`src/rtl/ifetch_queue.sv`:
```
// ifetch_queue: instruction fetch front-end with a 2-entry {instr,pc} queue and redirect flush.
// Define IFETCH_HALT_EN to stop fetching after a 16'h0000 word is enqueued.
module ifetch_queue #(
   parameter logic [9:0] RESET_PC = 10'h000
) (
   input  logic        CLK,
   input  logic        RESET,
   output logic [9:0]  IMEM_ADDR,
   input  logic [15:0] IMEM_Q,
   output logic [15:0] INSTR,
   output logic [9:0]  INSTR_PC,
   output logic        INSTR_VALID,
   input  logic        INSTR_READY,
   input  logic        REDIRECT,
   input  logic [9:0]  REDIRECT_PC,
   output logic        HALTED
);
   logic [9:0]  pc;
   logic [15:0] q_instr [2];
   logic [9:0]  q_pc [2];
   logic [1:0]  count, rem, n_count;
   logic        pop, push, halted;
   logic [15:0] n_instr0, n_instr1;
   logic [9:0]  n_pc0, n_pc1;

   assign IMEM_ADDR   = pc & 10'h3FE;
   assign INSTR_VALID = count != 2'd0;
   assign INSTR       = INSTR_VALID ? q_instr[0] : 16'h0000;
   assign INSTR_PC    = INSTR_VALID ? q_pc[0] : 10'h000;
   assign HALTED      = halted;

   // rem is the occupancy after the pop; a push lands in the first free slot behind it
   always_comb begin
      pop      = INSTR_VALID && INSTR_READY;
      push     = !REDIRECT && !halted && (count != 2'd2 || pop);
      rem      = count - {1'b0, pop};
      n_instr0 = (push && rem == 2'd0) ? IMEM_Q : (pop ? q_instr[1] : q_instr[0]);
      n_pc0    = (push && rem == 2'd0) ? IMEM_ADDR : (pop ? q_pc[1] : q_pc[0]);
      n_instr1 = (push && rem == 2'd1) ? IMEM_Q : q_instr[1];
      n_pc1    = (push && rem == 2'd1) ? IMEM_ADDR : q_pc[1];
      n_count  = rem + {1'b0, push};
   end

   always_ff @(posedge CLK) begin
      if (!RESET) begin
         count      <= 2'd0;
         pc         <= RESET_PC & 10'h3FE;
         q_instr[0] <= 16'h0000;
         q_instr[1] <= 16'h0000;
         q_pc[0]    <= 10'h000;
         q_pc[1]    <= 10'h000;
      end else if (REDIRECT) begin
         count <= 2'd0;
         pc    <= REDIRECT_PC & 10'h3FE;
      end else begin
         count      <= n_count;
         pc         <= push ? IMEM_ADDR + 10'd2 : pc;
         q_instr[0] <= n_instr0;
         q_instr[1] <= n_instr1;
         q_pc[0]    <= n_pc0;
         q_pc[1]    <= n_pc1;
      end
   end

`ifdef IFETCH_HALT_EN
   always_ff @(posedge CLK) begin
      if (!RESET || REDIRECT)
         halted <= 1'b0;
      else if (push && IMEM_Q == 16'h0000)
         halted <= 1'b1;
   end
`else
   assign halted = 1'b0;
`endif
endmodule

```
`config.mk`:
```
export PLATFORM = sky130hd
export DESIGN_NAME = ifetch_queue
export DESIGN_NICKNAME = d
export VERILOG_FILES = /design/src/rtl/ifetch_queue.sv
export SDC_FILE = /design/constraint.sdc
export NUM_CORES = 1
export LEC_CHECK = 0
export BUFFER_PORTS_ARGS = -buffer_cell sky130_fd_sc_hd__buf_4
export CAP_MARGIN = 20
export CORE_MARGIN = 2
export CORE_UTILIZATION = 57
export CTS_CLUSTER_DIAMETER = 150
export DETAILED_ROUTE_END_ITERATION = 16
export PLACE_DENSITY = 0.84
export SKIP_LAST_GASP = 1
export SLEW_MARGIN = 10
export SYNTH_ARGS = -nofsm -noshare
export SYNTH_HDL_FRONTEND = slang
export SYNTH_SLANG_ARGS = --single-unit
```
`constraint.sdc`:
```
create_clock -name CLK -period 8.25 [get_ports CLK]
set_clock_uncertainty 0.2 [all_clocks]
set_input_delay 1.65 -clock CLK [delete_from_list [all_inputs] [get_ports CLK]]
set_output_delay 1.65 -clock CLK [all_outputs]
set_load 0.01 [all_outputs]
```
* Yosys cells after proc, flatten, opt, wreduce, memory -nomap -nowiden
Memory sizes are Yosys's and may differ from the RTL's. Index checks and enable logic that the tools add are counted.
Operators by class: multiply operators 0, reduce and logical (&&, ||, !) cells 10, bitwise gates (word level) 5, divide/modulo/power cells 0, add/subtract/negate cells 3, eq/ne operators 2, mux-type cells 18, shift-type cells 0, order comparisons 0
Operator list (number):
- 16-bit two-way mux | 6
- 10-bit two-way mux | 8
- 10-bit by 2-bit adder with 10-bit output, second input constant | 1
- 1-bit logical AND | 4
- 1-bit two-way mux | 4
- 1-bit bitwise OR | 4
- 2-bit nonzero test | 2
- 2-bit by 1-bit adder with 2-bit output | 1
- 2-bit by 1-bit equality test with 1-bit output, second input constant | 1
- 2-bit logical NOT | 1
- 2-bit != test, second input constant | 1
- 2-bit OR reduction | 1
- 2-bit by 1-bit subtractor with 2-bit output | 1
- 1-bit logical NOT | 1
- 1-bit logical OR | 1
- 1-bit NOT | 1
Word-level totals: word-level logic and storage cells 43, memories 2, bits in writable memories 52, latch bits 0, output and inout bits 38, memory bits (read-only) 0, input port bits 30, register bits after elaboration 12
Memory list:
- q_instr | words 2, width 16, rd ports 2, clocked after Yosys merged registers in 0, write ports 2, RTL line 19 | logic [15:0] q_instr [2];
- q_pc | words 2, width 10, rd ports 2, clocked after Yosys merged registers in 0, write ports 2, RTL line 20 | logic [9:0] q_pc [2];

* Depth between registers and ports, before layout
Gate-level depths: netlist of run 1.
depth in word-level cells 7, mapped depth 8, gate-level depth less buffers 6

* Least setup slack after synthesis of run 1
Ideal clock, no wire load.
path kind in2reg, start input INSTR_READY, end memory q_instr[1][0] (netlist: q_instr[0][16]), enable pin, required time 7572 ps, path slack 2716 ps, arrival 4856 ps, setup time 478 ps, buffers on the path 0, stages 3, cells stage by stage nor2b_1 ha_1 o41ai_1
RTL lines:
- from (decl) | RTL line 13 | input logic INSTR_READY,
- to (decl) | RTL line 19

==> results of run 1 <==
## per-stage QoR
| step | std cells | instance area [µm²] | hold slack (ns) | utilization | worst slack, ns |
|---|---|---|---|---|---|
| after floorplan | 270 | 2830 | 0.370 | - | 2.72 |
| after global placement | 385 | 3330 | 0.374 | 0.701 | 3.48 |
| after detailed placement | 385 | 3330 | 0.389 | 0.701 | 3.40 |
| after CTS | 401 | 3510 | 0.407 | 0.739 | 3.74 |
| after global routing | 402 | 3530 | 0.433 | 0.742 | 3.65 |
| final | 402 | 3530 | 0.410 | 0.742 | 3.83 |
## cell usage in the layout, fill, tap and decap left out, types with 2 or more instances in the layout
cell and count:
a21oi_1 33, and2_1 27, buf_4 65, clkbuf_1 3
clkbuf_8 12, conb_1 3, dfxtp_1 11, edfxtp_1 50
ha_1 2, inv_1 3, nand2_1 56, nand3_1 4
nand4_1 2, nor2_1 2, nor2b_1 27, nor3_1 3
o21ai_0 9, xnor2_1 7, xor2_1 3
## cell usage after synthesis (2+ instances only)
master and number:
edfxtp_1 50, a21oi_1 33, nor3_1 3, o21ai_0 9, nand2_1 56, dfxtp_1 11, buf_2 6, nor2b_1 27
nor2_1 3, clkbuf_1 8, nand4_1 2, xnor2_1 7, inv_1 3, nand3_1 4, xor2_1 3, buf_4 3
and2_1 27, ha_1 2
## cells by family after synthesis
family | after synthesis
AOI/OAI and AO/OA | 45
adders and majority gates | 2
buffers and inverters | 21
DFF | 61
xor gates and xnor gates | 10
muxes | 1
other | 1
and+or+nand+nor | 127
## per-layer routing
metal	vias up	GRT usage
met3	11	0.0786
li1	1028	-
met1	1000	0.290
met2	73	0.374
met4	0	0.0853
met5	-	0
## power breakdown
part           switching [mW]  leakage [nW]  total, mW  internal, mW
clock network           0.109        0.0937      0.242         0.134
logic                  0.0716         0.716      0.124        0.0529
registers              0.0142         0.624      0.385         0.371
## area by class of cell
type	count	area, µm²
timing repair buffer	66	503
inverter	4	15.0
multi-input combinational	188	1020
fill	366	1230
tap	67	83.8
sequential	61	1720
clock inverter	1	5.00
clock buffer	15	176
## how the worst min path moves through the flow
stage | end | slack (ns) | cells past startpoint
6_report | q_pc[0][1]$_SDFFCE_PP0P_ | 0.41 | 2
5_1_grt | q_instr[0][1]$_SDFFCE_PP0P_ | 0.43 | 2
4_1_cts | q_instr[0][8]$_SDFFCE_PP0P_ | 0.41 | 2
3_5_place_dp | q_instr[0][8]$_SDFFCE_PP0P_ | 0.39 | 2
3_3_place_gp | q_instr[0][2]$_SDFFCE_PP0P_ | 0.37 | 2
2_1_floorplan | q_instr[0][0]$_SDFFCE_PP0P_ | 0.37 | 2
## flip-flops by register name, summed over array words and instances, names as in the netlist
signal,cells
q_pc,18
pc,9
q_instr,32
count,2
## worst max-delay path: stages
cell and delay, ns:
buf_4 0.12, nor2b_1 0.14, ha_1 0.39, nand3_1 0.76, nand2_1 0.28, a21o_1 0.82
==> summary.md, run 1 <==
| Metric | Value |
|---|---|
| Worst R2R Path Depth | `6` |
| Final period utilization | `0.536` |
| Number of cell rows | `25` |
| Setup tns final | `0 ns` |
| Post-detail-place hpwl | `between 3000 and 4000 µm` |
| Cts bufs inserted | `9` |
| Yosys warning count | `0` |
| Top Metal Used | `met4` |
| Leakage | `approximately 1.4 nW` |
| WP data required | `around 8.0 ns` |
| Worst min path class | `register to register` |
| CTS tree | `yes` |
| Worst r2r dst | `q_instr[0][0]$_SDFFCE_PP0P_` |
| Layout area overhead | `24.9%` |
| Leading register cell type out of synthesis | `edfxtp_1` |
| Post-synth top area cell | `edfxtp_1` |
| DR iter-0 viols | `203` |
| H-tree depth | `3` |
| Peak fanout along the critical path | `26` |
| Hold wc startpoint | `q_pc[0][11]$_SDFFCE_PP0P_` |
| CP Capture Type | `register` |
| Port Buffers | `63` |
| CTS max path bufs | `2` |
| Largest family of logic cells by synthesized area | `simple AND/OR/NAND/NOR gates` |
| Power Density | `~210 nW/µm²` |
| Tot Pwr | `~750 µW` |
| Synth Instances | `roughly 270` |
| Ranking of synthesized cells by area | `edfxtp_1 (53%), dfxtp_1 (7.8%), nand2_1 (7.4%)` |
| CTS sink cnt | `just over 60` |
| WL met3 | `between 300 and 400 µm` |
| Post-cts resize count | `0` |
| WL/cell | `roughly 15 µm` |
| CP endpoint | `q_instr[0][0]$_SDFFCE_PP0P_` |
| Final nets | `362` |
| Distinct cells, synth | `29` |
| R2r setup slk | `between 4 and 5 ns` |
| Peak VDD IR | `about 0.12 mV` |
| Skew-Pair Late Insertion Delay | `around 0.33 ns` |
| Slew Limit Fails | `0` |
| Largest net degree at the start of global routing | `28` |
| Num ports | `68` |
| Die ar. | `5540 µm²` |
| Compound-Gate Fraction of Synth Area | `0.0819` |
| Chip Height | `around 74 µm` |
| EDFF count, synth | `50` |
| Critical path class | `input pin to register` |
| Drt total wl | `5920 µm` |
| Clk slew on worst S/H paths | `0.06 ns` |
| Simple-gate share of the synthesized area | `0.229` |
| Highest clock rate | `roughly 230 MHz` |
| Max Cap Viol | `0` |
| RSZ-0062 raised after global routing | `false` |
| Tmin final | `roughly 4.4 ns` |
| Initial antenna violation count | `0` |
| Post-synthesis xor/xnor area fraction | `0.0310` |
| Number of remaining DRC errors | `0` |
| Arr. time, crit path | `4.17 ns` |
| Metal2 WL | `just under 3000 µm` |
| Hold Vio Cnt, Final | `0` |
| Post-CTS Repair Setup Buffers | `0` |
| Cts hold-fix bufs | `0` |
| RePlAce Congestion | `0.762` |
| Mapped Area | `2830 µm²` |
| Via-to-Cell Ratio | `between 5 and 6` |
| Post-synthesis adder-cell area fraction | `0.00886` |
| Diode count | `0` |
| Setup violators final | `0` |
| Initial Util | `0.594` |
| Global-route wire length before repair | `approximately 9300 µm` |
| Avg Inst Size Synth | `about 11 µm²` |
| Area share of the largest cell type after synthesis | `0.531` |
| Worst r2r src | `count[0]$_SDFF_PP0_` |
| Total number of vias | `~2,100` |
| Status | `finished, final reports clean` |
| Seq/Total Area, Yosys | `0.609` |
| Core Box Area | `4750 µm²` |
| Root buffer selected by CTS | `clkbuf_8` |
| Max_slew headroom | `0.290` |
| Worst-margin pin slew | `about 1.1 ns` |
| Die X-Extent | `approximately 74 µm` |
| All-Layer GR Usage | `0.231` |
| TritonRoute pass-1 iters | `4` |
| DRT met1 WL | `2510 µm` |
| #FFs+latches synth | `between 60 and 70` |
| Post-synthesis mux area share | `0.00354` |
| Grt total ovfl | `0` |
| Vias in the first global route | `between 1,500 and 2,000` |
| Critical Path Start | `INSTR_READY` |
| Post-route ant nets | `0` |
| Asr flop ratio synth | `0` |
| CP Launch Type | `input pin` |
| Share of cells above drive strength 1 | `0.248` |
(Power assumes the default switching activity.)
==> run 2: changes to the inputs <==
- CORE_UTILIZATION: 57 -> 48
- PLACE_DENSITY: 0.84 -> 0.76
- clock period: 8.25 -> 3.95 ns (I/O delays scaled with it)
==> run 2 against run 1 <==
Utilization fell by 11 points. Via count decreased by 0.76%. Largest cell class unchanged. Non-clock buffer count increased by 3. Clock-buffer cell count decreased by 4.
==> summary.md, run 2 (same netlist as run 1, synthesis figures left out) <==
| Metric | Value |
|---|---|
| Post-CTS Repair Setup Buffers | `0` |
| Leakage | `around 1.5 nW` |
| Chip Height | `a little over 80 µm` |
| Critical-path top delay cell | `buf_4` |
| RSZ-0062 raised after global routing | `false` |
| Total area of sequential cells | `1720 µm²` |
| Worst min path class | `register to register` |
| Setup tns final | `0 ns` |
| CTS max path bufs | `2` |
| Tmin final | `2.38 ns` |
| CP max stage delay | `about 0.38 ns` |
| Drt total wl | `approximately 5700 µm` |
| CP most frequent cell | `buf_4` |
| Cts bufs inserted | `9` |
| Global-route wire length before repair | `between 9000 and 10,000 µm` |
| Highest clock rate | `approximately 420 MHz` |
| Largest net degree at the start of global routing | `28` |
| All-Layer GR Usage | `0.196` |
| Post-detail-place hpwl | `around 3600 µm` |
| Core Box Area | `between 5000 and 6000 µm²` |
| H-tree depth | `3` |
| Via-to-Cell Ratio | `around 5` |
| Most frequent cells in the layout | `buf_4 (69), nand2_1 (56), edfxtp_1 (50)` |
| Fillers | `499` |
| Die ar. | `between 6000 and 7000 µm²` |
| Root buffer selected by CTS | `clkbuf_8` |
| CTS tree | `yes` |
| Peak fanout along the critical path | `25` |
| Final period utilization | `0.602` |
| Post-cts resize count | `0` |
| Final nets | `about 370` |
| Hold Vio Cnt, Final | `0` |
| Status | `finished, final reports clean` |
| Num ports | `slightly below 70` |
| CP Capture Type | `register` |
| CP Cell Sequence | `buf_4 > nor2b_1 > ha_1 > o41ai_4 > buf_4` |
| Share of cells above drive strength 1 | `0.260` |
| Grt total ovfl | `0` |
| Largest register FFs | `32` |
| Power Density | `449 nW/µm²` |
| Most flops, register | `q_instr` |
| Number of cell rows | `27` |
| CP delay by family, top | `buffers and inverters` |
| Diode count | `0` |
| TritonRoute pass-1 iters | `4` |
| Die X-Extent | `~80 µm` |
| WP data required | `3.76 ns` |
| Port Buffers | `63` |
| Critical path class | `input pin to register` |
| Setup violators final | `0` |
| Skew-Pair Late Insertion Delay | `roughly 0.34 ns` |
| Cts hold-fix bufs | `0` |
| WL/cell | `approximately 14 µm` |
| Arr. time, crit path | `around 2.2 ns` |
| DR iter-0 viols | `about 140` |
| Peak VDD IR | `between 0.2 and 0.25 mV` |
| Most common cell after layout, fill and taps aside | `buf_4` |
| Total number of vias | `2,096` |
| Clk slew on worst S/H paths | `about 0.060 ns` |
| CTS sink cnt | `61` |
| Number of remaining DRC errors | `0` |
| Hold slack | `approximately 0.4 ns` |
| Max_slew headroom | `0.373` |
| Initial antenna violation count | `0` |
| Initial Util | `0.504` |
| Area of the multi-input gates | `slightly above 1000 µm²` |
| Biggest regs | `q_instr (32), q_pc (18), pc (9)` |
| Slew Limit Fails | `0` |
| CP Launch Type | `input pin` |
| Vias in the first global route | `1,961` |
| CP Buf/Inv Count | `2` |
| Worst-margin pin slew | `0.939 ns` |
| Post-route ant nets | `0` |
| Max Cap Viol | `0` |
| Layout area overhead | `26.4%` |
| RePlAce Congestion | `roughly 0.82` |
run 2: cell types whose count changed in the layout (fill, tap and decap cells not counted):
cell	change
clkinv_2	+3
clkbuf_1	-2
o41ai_2	-1
clkbuf_8	-2
buf_8	-1
o41ai_4	+1
bufinv_16	+1
buf_4	+4
run 2: worst min-delay path: cells and delay by family (launching register included):
| kind | cells | cell delay [ns] |
|---|---|---|
| AO/OA/AOI/OAI | 1 | 0.12 |
| flip-flops | 1 | 0.32 |
| AND/OR/NAND/NOR | 1 | 0.04 |
run 2: worst paths after layout:
check                                                   from                      endpoint  slack [ns]  cells past startpoint
worst max register to register           count[1]$_SDFF_PP0_  q_instr[0][29]$_SDFFCE_PP0P_        1.64                      5
worst min register to register  q_instr[0][18]$_SDFFCE_PP0P_   q_instr[0][2]$_SDFFCE_PP0P_        0.40                      2
worst min-delay path            q_instr[0][18]$_SDFFCE_PP0P_   q_instr[0][2]$_SDFFCE_PP0P_        0.40                      2
worst max-delay path                             INSTR_READY  q_instr[0][29]$_SDFFCE_PP0P_        1.57                      5
run 2: through the flow:
stage	std cells	power (mW)	setup slack, ns	area, µm²	utilization
after CTS	410	1.61	1.56	3570	0.637
final	410	1.60	1.57	3570	0.637
after global placement	394	1.07	1.27	3380	0.603
after detailed placement	394	1.08	1.19	3380	0.603
after global routing	410	1.68	1.47	3570	0.637
after floorplan	270	0.965	0.461	2840	-
run 2: routing by layer:
layer / up-vias / wire length, µm / global-route usage
met2: 68 / 2840 / 0.313
met3: 8 / 395 / 0.0562
met4: 0 / 70 / 0.0915
met1: 983 / 2420 / 0.246
li1: 1037 / - / -
met5: - / 0 / 0
run 2: power breakdown:
| part | internal [mW] | total [mW] | switching (mW) |
|---|---|---|---|
| combinational | 0.114 | 0.263 | 0.150 |
| clock | 0.304 | 0.537 | 0.233 |
| sequential | 0.774 | 0.802 | 0.0281 |
run 2: area by class of cell:
class	count	area share
clock inverters	5	0.0140
inverters	4	0.00420
well taps	72	0.0252
clock buffers	11	0.0396
repair buffers	69	0.145
flip-flops and latches	61	0.482
multi-input cells	188	0.290
==> run 3: changes to the inputs <==
- ABC_AREA: not set -> 1
- CORE_UTILIZATION: 48 -> 49
- clock period: 3.95 -> 1.9 ns (I/O delays scaled with it)
==> run 3 against run 2 <==
The flow now finishes with violations (negative setup slack). Register-to-register slack lost 1.8 ns. Largest cell class unchanged. Clock-buffer cell count decreased by 1. Sequential power grew 100%. Largest power group unchanged. Sequential cell count unchanged. Synthesized area rose by 12%. Global-route usage grew 0.31 points. Synthesized cell count up 37%.
==> summary.md, run 3 <==
| Metric | Value |
|---|---|
| Worst r2r dst | `q_instr[0][5]$_SDFFCE_PP0P_` |
| Top cells by count, synth | `nor2_1 (66), inv_1 (59), nand2_1 (52)` |
| Most flops, register | `q_instr` |
| Leakage | `just under 2 nW` |
| Layout area overhead | `40.5%` |
| Power Density | `770 nW/µm²` |
| #FFs+latches synth | `about 60` |
| CTS sink cnt | `slightly above 60` |
| Global-route wire length before repair | `about 11,000 µm` |
| TritonRoute pass-1 iters | `4` |
| Cts bufs inserted | `9` |
| Via-to-Cell Ratio | `5.08` |
| Failing checks | `negative setup slack` |
| Die ar. | `~7000 µm²` |
| Switch share | `0.291` |
| CP Launch Type | `register` |
| Seq/Total Area, Yosys | `0.544` |
| Num ports | `just under 70` |
| Post-synth top area cell | `edfxtp_1` |
| Yosys warning count | `0` |
| Diode count | `0` |
| Biggest regs | `q_instr (32), q_pc (18), pc (9)` |
| Number of cell rows | `29` |
| Critical-path top delay cell | `dfxtp_4` |
| Number of remaining DRC errors | `0` |
| Arr. time, crit path | `between 1.5 and 2 ns` |
| RePlAce Congestion | `approximately 0.8` |
| Max Cap Viol | `0` |
| Largest register FFs | `32` |
| CP Cell Sequence | `inv_4 > nand2_4 > nand2_4 > inv_2 > ha_4 > inv_4 > nor2_4 > nand2_8 > o211ai_1 > buf_4 > clkbuf_16` |
| EDFF count, synth | `50` |
| Hold Vio Cnt, Final | `0` |
| DR iter-0 viols | `207` |
| Post-detail-place hpwl | `between 4000 and 5000 µm` |
| Clk network pwr share | `0.280` |
| Root buffer selected by CTS | `clkbuf_8` |
| Comb power frac | `0.242` |
| RSZ-0062 raised after global routing | `true` |
| Drt total wl | `7520 µm` |
| Avg Inst Size Synth | `just under 9 µm²` |
| CTS max path bufs | `2` |
| Flop pwr share | `0.478` |
| Leading register cell type out of synthesis | `edfxtp_1` |
| Slew Limit Fails | `0` |
| Final nets | `between 400 and 500` |
| Setup ws final | `-0.112 ns` |
| Hold slack | `0.142 ns` |
| Worst R2R Path Depth | `11` |
| Core Box Area | `6310 µm²` |
| Share of cells above drive strength 1 | `0.396` |
| Largest net degree at the start of global routing | `31` |
| Tmin final | `2.01 ns` |
| Most common cell after layout, fill and taps aside | `buf_4` |
| Post-route ant nets | `0` |
| Port Buffers | `63` |
| Area share of the largest cell type after synthesis | `0.474` |
| Mapped Area | `3170 µm²` |
| Initial antenna violation count | `0` |
| Die X-Extent | `84.4 µm` |
| Peak fanout along the critical path | `7` |
| Most frequent cell after synthesis | `nor2_1` |
| Initial Util | `0.502` |
| Setup violators final | `64` |
| Chip Height | `84.4 µm` |
| WP data required | `1.75 ns` |
| Skew-Pair Late Insertion Delay | `roughly 0.34 ns` |
| R2r setup slk | `-0.11 ns` |
| Total number of vias | `between 2,000 and 3,000` |
| Worst Hold Depth | `3` |
| Pre-CTS setup slack | `-0.204 ns` |
| CP max stage delay | `about 0.35 ns` |
| All-Layer GR Usage | `0.199` |
| Distinct cells, synth | `29` |
| Synth Instances | `about 370` |
| Asr flop ratio synth | `0` |
| Final period utilization | `1.06` |
| Ranking of synthesized cells by area | `edfxtp_1 (47%), nor2_1 (7.8%), inv_1 (7.0%)` |
| H-tree depth | `3` |
| Clk slew on worst S/H paths | `roughly 0.07 ns` |
| Hold worst-path end | `pc[2]$_SDFFE_PN0P_` |
| Most frequent cells in the layout | `buf_4 (80), inv_1 (57), edfxtp_1 (50)` |
| Cts hold-fix bufs | `0` |
| CTS tree | `yes` |
| Highest clock rate | `about 500 MHz` |
| Internal | `2.43 mW` |
| Worst r2r src | `count[1]$_SDFF_PP0_` |
| Worst min path class | `input pin to register` |
| Layout Cells excl Fill | `approximately 540` |
| Peak VDD IR | `approximately 0.45 mV` |
| WL/cell | `around 14 µm` |
| Sw Pwr | `around 1000 µW` |
| Hold wc startpoint | `RESET` |
| Critical path class | `register to register` |
| Status | `finished, violations left` |
| Grt total ovfl | `0` |
| Placed insts | `approximately 510` |
| CP Capture Type | `register` |
| Vias in the first global route | `~2,500` |
[run 3: cell count changes after synthesis, moves of 5 or more]
cell / before / now
and2_1: 27 / 0
clkbuf_1: 8 / 3
inv_2: 1 / 6
a21oi_1: 33 / 26
nor2b_1: 27 / 0
nand2_2: 0 / 9
a21oi_2: 0 / 9
inv_1: 3 / 59
nor2_1: 3 / 66
xnor2_1: 7 / 1
nand3_1: 4 / 33
[run 3: cell families after synthesis]
family                   count (synthesis)  synth area share
AND/OR/NAND/NOR                        170             0.239
buffers and inverters                   85             0.120
flip-flops                              61             0.544
AO/OA/AOI/OAI                           45            0.0826
XOR/XNOR                                 2           0.00553
adder cells (fa/ha/maj)                  2           0.00790
other                                    1           0.00118
[run 3: timing repair]
| item | 4_1_cts | 5_1_grt |
|---|---|---|
| pin swaps | 1 | 17 |
| gates cloned | 1 | 5 |
| setup endpoints to repair | 69 | 96 |
| resized for setup | 9 | 46 |
| buffers inserted | 2 | 4 |
[run 3: metal layers]
metal,vias up,track usage,share of wire
li1,1352,-,-
met1,1283,0.237,0.39
met2,105,0.345,0.53
met3,14,0.0521,0.063
met4,0,0.0779,0.018
met5,-,0,0
[run 3: worst max path at each step]
stage	startpoint	to	slack (ns)	depth (start not counted)
3_5_place_dp	INSTR_READY	q_instr[0][15]$_SDFFCE_PP0P_	-0.20	9
3_3_place_gp	INSTR_READY	q_instr[0][7]$_SDFFCE_PP0P_	-0.12	9
6_report	count[1]$_SDFF_PP0_	q_instr[0][5]$_SDFFCE_PP0P_	-0.11	11
2_1_floorplan	count[1]$_SDFF_PP0_	q_instr[0][0]$_SDFFCE_PP0P_	-0.81	10
4_1_cts	count[0]$_SDFF_PP0_	q_instr[0][5]$_SDFFCE_PP0P_	-0.11	10
5_1_grt	count[1]$_SDFF_PP0_	q_instr[0][3]$_SDFFCE_PP0P_	-0.17	11
[run 3: layout make-up]
type / instances / area (µm²)
inverter: 66 / 265
fill: 461 / 1860
multi-input combinational: 222 / 1240
timing repair buffer: 100 / 962
sequential: 61 / 1730
tap: 77 / 96.3
clock inverter: 6 / 30.0
clock buffer: 10 / 128
[run 3: power groups by stage]
stage / combinational, mW / sequential (mW) / clock (mW)
floorplan: 0.381 / 1.66 / 0
global placement: 0.623 / 1.66 / 0
global route: 0.901 / 1.65 / 1.04
finish: 0.828 / 1.64 / 0.960
CTS: 0.678 / 1.64 / 0.964
detailed placement: 0.640 / 1.67 / 0
[run 3: worst max-delay path, delay by kind of cell (launching register included)]
family | cells | cell delay (ns)
and+or+nand+nor | 4 | 0.35
adders and majority gates | 1 | 0.27
DFF | 1 | 0.35
AOI/OAI and AO/OA | 1 | 0.08
buffers and inverters | 5 | 0.48
[run 3: per-stage QoR]
step | total power, mW | cell area, µm² | setup TNS, ns | util
2_1_floorplan | 2.05 | 3240 | -20.47 | -
3_3_place_gp | 2.28 | 3930 | -5.53 | 0.623
3_5_place_dp | 2.31 | 3930 | -7.12 | 0.623
4_1_cts | 3.28 | 4160 | -4.04 | 0.659
5_1_grt | 3.59 | 4450 | -8.19 | 0.705
6_report | 3.43 | 4450 | -3.51 | 0.705
